File: config.mk
export PLATFORM = sky130hd
export DESIGN_NAME = keypad_scanner
export DESIGN_NICKNAME = d
export VERILOG_FILES = /design/src/rtl/keypad_scanner.sv
export SDC_FILE = /design/constraint.sdc
export NUM_CORES = 1
export LEC_CHECK = 0
export BUFFER_PORTS_ARGS = -buffer_cell sky130_fd_sc_hd__buf_4
export CAP_MARGIN = 10
export CELL_PAD_IN_SITES_DETAIL_PLACEMENT = 0
export CELL_PAD_IN_SITES_GLOBAL_PLACEMENT = 2
export CORE_MARGIN = 2
export CORE_UTILIZATION = 36
export DETAILED_ROUTE_END_ITERATION = 8
export PLACE_DENSITY = 0.82
export RECOVER_POWER = 50
export SLEW_MARGIN = 5
export SYNTH_ARGS = -nofsm -noshare
export SYNTH_HDL_FRONTEND = slang
export SYNTH_SLANG_ARGS = --single-unit
export TNS_END_PERCENT = 10
File: constraint.sdc
create_clock -name clk -period 2.8 [get_ports clk]
set_input_delay 0.28 -clock clk [delete_from_list [all_inputs] [get_ports clk]]
set_output_delay 0.28 -clock clk [all_outputs]
set_load 0.005 [all_outputs]
File: src/rtl/keypad_scanner.sv
// 4x4 matrix keypad scanner: column drive, row synchronizer, debounce and hex encode.
// One strobe per accepted press; the key must be released before the next press counts.
//
// state        | meaning
// -------------+------------------------------------------------------------
// SCAN         | drive one column per dwell period, sample rows on last cycle
// DEBOUNCE     | captured row must stay active DEBOUNCE_CYCLES in a row
// PRESS        | one-cycle strobe, button loaded with {row, col}
// WAIT_RELEASE | captured row must stay inactive DEBOUNCE_CYCLES in a row
module keypad_scanner #(
  parameter int SCAN_TICKS      = 4,
  parameter int DEBOUNCE_CYCLES = 8
) (
  input  logic       clk,
  input  logic       reset,
  input  logic [3:0] row_n,
  output logic [3:0] col_n,
  output logic       button_pressed,
  output logic [3:0] button,
  output logic       key_held
);

  localparam int CNT_MAX = (SCAN_TICKS > DEBOUNCE_CYCLES) ? SCAN_TICKS : DEBOUNCE_CYCLES;
  localparam int CW      = $clog2(CNT_MAX + 1);
  localparam logic [CW-1:0] SCAN_LAST = CW'(SCAN_TICKS - 1);
  localparam logic [CW-1:0] DEB_LAST  = CW'(DEBOUNCE_CYCLES - 1);
  localparam logic [CW-1:0] CNT_SAT   = CW'(CNT_MAX);

  typedef enum logic [1:0] {
    SCAN         = 2'd0,
    DEBOUNCE     = 2'd1,
    PRESS        = 2'd2,
    WAIT_RELEASE = 2'd3
  } state_t;

  state_t        state, state_nxt;
  logic [3:0]    sync1, rows_s;
  logic [1:0]    col, col_nxt;
  logic [1:0]    cap_row, cap_row_nxt;
  logic [1:0]    low_row;
  logic [CW-1:0] cnt, cnt_nxt, cnt_inc;
  logic [3:0]    button_nxt;
  logic          any_row, row_hit;

  always_ff @(posedge clk) begin
    if (reset) begin
      sync1  <= 4'h0;
      rows_s <= 4'h0;
    end else begin
      sync1  <= ~row_n;
      rows_s <= sync1;
    end
  end

  // Lowest row index wins when several keys share the driven column.
  always_comb begin
    low_row = 2'd3;
    if (rows_s[0])      low_row = 2'd0;
    else if (rows_s[1]) low_row = 2'd1;
    else if (rows_s[2]) low_row = 2'd2;
  end

  assign any_row = |rows_s;
  assign row_hit = rows_s[cap_row];
  assign cnt_inc = (cnt < CNT_SAT) ? cnt + CW'(1) : cnt;

  always_ff @(posedge clk) begin
    if (reset) begin
      state   <= SCAN;
      col     <= 2'd0;
      cap_row <= 2'd0;
      cnt     <= '0;
      button  <= 4'h0;
    end else begin
      state   <= state_nxt;
      col     <= col_nxt;
      cap_row <= cap_row_nxt;
      cnt     <= cnt_nxt;
      button  <= button_nxt;
    end
  end

  always_comb begin
    state_nxt   = state;
    col_nxt     = col;
    cap_row_nxt = cap_row;
    cnt_nxt     = cnt;
    button_nxt  = button;
    case (state)
      SCAN: begin
        if (cnt >= SCAN_LAST) begin
          if (any_row) begin
            cap_row_nxt = low_row;
            cnt_nxt     = CW'(1);
            state_nxt   = DEBOUNCE;
          end else begin
            col_nxt = col + 2'd1;
            cnt_nxt = '0;
          end
        end else begin
          cnt_nxt = cnt_inc;
        end
      end
      DEBOUNCE: begin
        if (!row_hit) begin
          state_nxt = SCAN;
          col_nxt   = col + 2'd1;
          cnt_nxt   = '0;
        end else if (cnt >= DEB_LAST) begin
          // Load the code now so it is valid in the strobe cycle.
          state_nxt  = PRESS;
          cnt_nxt    = cnt_inc;
          button_nxt = {cap_row, col};
        end else begin
          cnt_nxt = cnt_inc;
        end
      end
      PRESS: begin
        state_nxt = WAIT_RELEASE;
        cnt_nxt   = '0;
      end
      WAIT_RELEASE: begin
        if (row_hit) begin
          cnt_nxt = '0;
        end else if (cnt >= DEB_LAST) begin
          state_nxt = SCAN;
          col_nxt   = col + 2'd1;
          cnt_nxt   = '0;
        end else begin
          cnt_nxt = cnt_inc;
        end
      end
      default: state_nxt = SCAN;
    endcase
  end

  assign col_n          = ~(4'b0001 << col);
  assign button_pressed = (state == PRESS);
  assign key_held       = (state == PRESS) || (state == WAIT_RELEASE);

endmodule

After elaboration in Yosys (flattened, before gate mapping). Cells that the tools add are included.

Flip-flop bits (word level): 22. Logic and storage cells: 59.

$add $sub $neg: 2. Order comparisons: 4. Equal/unequal tests: 10. Shift-type cells: 1. Muxes and demuxes: 25. Bitwise operators: 2. Reduce and logical (&&, ||, !) cells: 8.

Operator list (count): $mux 2 (13); $mux 4 (5); $pmux 4 s4 (1); $ne 2x2->1 const B (6); $not 4->4 (2); $pmux 2 s4 (1); $pmux 2 s3 (1); $reduce_and 3->1 (2); $reduce_and 6->1 (1); $reduce_and 5->1 (1); $add 4x1->4 const B (1); $eq 2x2->1 const B (2); $ge 4x2->1 const B (1); $ge 4x3->1 const B (1); $lt 4x4->1 const B (1); $reduce_or 4->1 (1); $shl 1x2->4 const A (1); $lt 2x3->1 const B (1); $mux 1 (3); $ne 3x3->1 const B (1); $reduce_bool 3->1 (1); $add 2x1->2 const B (1); $bmux 1 s2 (1); $eq 2x1->1 const B (1); other kinds (2) (2).

Logic depth before layout (Yosys ltp).
Depth in word-level cells: 5. Gate-level depth with buffers: 5.

Worst setup path before layout. No wires, ideal clock.

Path kind: register -> register. Start: register cap_row[0]. End: register col[0]. Library setup time: 121 ps. Data arrival time: 1479 ps. Data required time: 2679 ps. Setup slack: 1200 ps. Cell stages (with the launch flop): 5. Clock period less this slack: 1600 ps. Path through: dfxtp_1 > mux4_2 > a21oi_2 > a22oi_2 > mux2_4.

Longest elaborated chain between the ends: 4. Elaborated cells on any way between the ends: 5.

Ends and longest elaborated chain: start: declaration (line 39) `logic [1:0] cap_row, cap_row_nxt;`; start signal: assignment (line 77) `cap_row <= cap_row_nxt;`; $bmux 1 s2 * (line 64) `assign row_hit = rows_s[cap_row];`; $mux 1 (not written as such) * (line 64); $ne 2x2->1 (no source line); $reduce_and 6->1 (no source line) *; end signal: assignment (line 76) `col <= col_nxt;`; end: declaration (line 38) `logic [1:0] col, col_nxt;`.

Mark *: on every way between the ends. The rest lies on a longest branch, timed or not. The select of a mux whose other input is x is not followed. A chain may end at the register's enable or synchronous reset.

Worst setup path in the final report.
Start: register cnt[0]. End: register cap_row[1].

Longest elaborated chain between the ends: 2.

Ends and longest elaborated chain: start: declaration (line 41) `logic [CW-1:0] cnt, cnt_nxt, cnt_inc;`; start signal: assignment (line 78) `cnt <= cnt_nxt;`; $ge 4x2->1 (line 91) `if (cnt >= SCAN_LAST) begin`; $reduce_and 3->1 (no source line).

No other way between the ends.

==> run summary <==
CTS buffer count = 3
RSZ-0062 raised after global routing = false
PwrDens = 461.0 nW/um^2
Worst Hold Class = in2reg
Setup TNS = 0 ns
sequential power share = 62.2%
Synth top area share = 42.00%
WP data arrival = 1.94 ns
Max-cap violations = 0
Required @ worst endpoint = 2.96 ns
share of layout cells above drive strength 1 = 20.49%
total power = 0.0005433 W
status = finished, final reports clean
crit path kind = reg2reg
Reg clk slew, reported paths = 0.12 ns
pin count of the biggest net entering global routing = 25
Critical path origin = cnt[0]
Vias = 755
Worst Skew = 0.002634 ns
CTS root buf = clkbuf_4
average vias per placed instance = 4.935
switching part of the total = 24.45%
post-cts repair resize count = 0
clk_lat worst skew = 0.29 ns
core box area = 2758 sq um
period utilization = 63.45%
die width = 57.97 um
worst-path fanout max = 6
Worst setup SP type = flop
first-pass GRT wire length = 2.946 mm
Initial DRT Pass Iterations = 4
crit path capture type = flop
setup bufs post-CTS = 0
distinct cell type count after synthesis = 35
Yosys reg bits = 22
Net Switching = 0.0001329 W
DRC Markers = 0
Slew @ Worst Pin = 0.9876 ns
post-synth top area cell = dfxtp_1
Comb pwr share = 12.3%
number of port buffers = 15
Hold-fix buffers, CTS = 0
Tot GR Track Use = 11.33%
die area = 3360 sq um
DP Area = 1160 sq um
Ant. Diodes = 0
largest cells by area after synthesis = dfxtp_1 (42%), mux2i_1 (6.7%), ha_1 (6.0%)
io pins = 16
worst-case clock buffer depth = 2
grt ovf = 0
final setup fails = 0
syn_nets = 122
synthesized area = 1049 sq um
Final Cell Area = 1179 sq um
Core Util, Final = 42.74%
hold path startpoint = row_n[1]
syn avg cell area = 9.446 sq um
Leak = 0.5137 nW
clk sink count = 22
starting density of the core = 38.02%
Reg2Reg Launch Point = cnt[0]
Post-Syn Instances = 111
Clock Power Share = 25.5%
row cnt = 19
Max Slew Vio Count = 0
antenna-violating nets left = 0
Yosys warning total = 0
H-tree depth = 1
Seq/Total Area, Yosys = 42.00%
Initial DRC Count = 11
gp weighted congestion = 0.7899
worst rel slew slack = 34.16%
internal power = 0.0004105 W
Routed WL = 1.761 mm
Layout Area Growth over Synthesis = 12.41%
VDD IR max = 0.0003651 V
post-DP HPWL = 1.270 mm
wire per inst = 11.51 um
hold depth = 2
vias in the first global route = 676
f_max = 562.9 MHz
Final min period = 1.776 ns
Die Span Y = 57.97 um
Final Hold Fails = 0
CTS tree = yes
worst r2r path cells = 5
antenna violations before repair = 0
fin nets = 135
## state kept, by name (all words and copies together), names as in the netlist, named ones only
name     cells
button       4
cnt          4
rows_s       4
sync1        4
cap_row      2
col          2
state        1
## cell families after synthesis
group,share of synthesized area [%]
AO/OA/AOI/OAI,10.14
XOR/XNOR,1.671
multiplexers,10.26
AND/OR/NAND/NOR,23.63
adder cells (fa/ha/maj),5.967
flip-flops,42.00
buffers and inverters,6.325
## stage by stage
stage,worst slack (ns),hold WS [ns],cells
3_5_place_dp,1.075,0.4256,150
4_1_cts,1.044,0.1054,153
5_1_grt,0.8328,0.08706,153
3_3_place_gp,1.075,0.4239,150
6_report,1.024,0.1184,153
2_1_floorplan,1.200,0.3524,111
## final timing paths
kind                endpoint  slack [ns]
setup / recovery  cap_row[1]        1.02
hold reg to reg    rows_s[1]        0.45
hold / removal      sync1[1]        0.12
setup reg to reg  cap_row[1]        1.02
## critical path, stage by stage (launching register included)
cell	delay, ns
dfxtp_1	0.39
ha_1	0.29
nor3_2	0.09
nor4_1	0.55
mux2i_1	0.27
nor2_1	0.05
## cell usage after synthesis (all sizes together)
library cell,instances
nor2b,6
nor3b,1
a22oi,1
and3b,1
xnor2,2
and2b,1
nor2,15
a31oi,1
o21ai,2
a21oi,6
ha,5
nor4b,1
mux4,1
mux2i,7
dfxtp,22
buf,4
nand3,2
a211oi,2
o21a,1
nand2b,5
nor3,4
nand2,4
clkbuf,3
mux2,1
a21o,1
nand4b,1
nor4,2
inv,7
nand3b,1
a311oi,1
## power by group through the flow
stage | registers (W) | clock network [W] | logic [W]
after floorplan | 0.000341 | 0 | 0.0000507
after global placement | 0.000345 | 0 | 0.0000666
after detailed placement | 0.000345 | 0 | 0.0000681
after CTS | 0.000338 | 0.000149 | 0.0000685
after global routing | 0.000340 | 0.000161 | 0.0000747
final | 0.000338 | 0.000138 | 0.0000670
## metal layers
layer	GRT usage, %	wire [um]
met3	2.232	58
met2	18.83	796
met5	0	0
met1	14.39	887
met4	4.651	19
## placed cells by master (no fill, tap or decap), drive strengths merged
master	count
a211oi	2
a21o	1
a21oi	6
a22oi	1
a311oi	1
a31oi	1
and2b	1
and3b	1
buf	7
clkbuf	11
dfxtp	22
ha	5
inv	7
mux2	1
mux2i	7
mux4	1
nand2	4
nand2b	5
nand3	2
nand3b	1
nand4b	1
nor2	15
nor2b	6
nor3	4
nor3b	1
nor4	2
nor4b	1
o21a	1
o21ai	2
xnor2	2
## area by class of cell
type,count,area (sq um)
inverters,7,26.28
well taps,31,38.79
fillers,279,1579
repair buffers,15,108.9
flip-flops and latches,22,440.4
multi-input cells,75,541.8
clock buffers,3,22.52
Note: power is estimated with default switching activity, not from simulation.
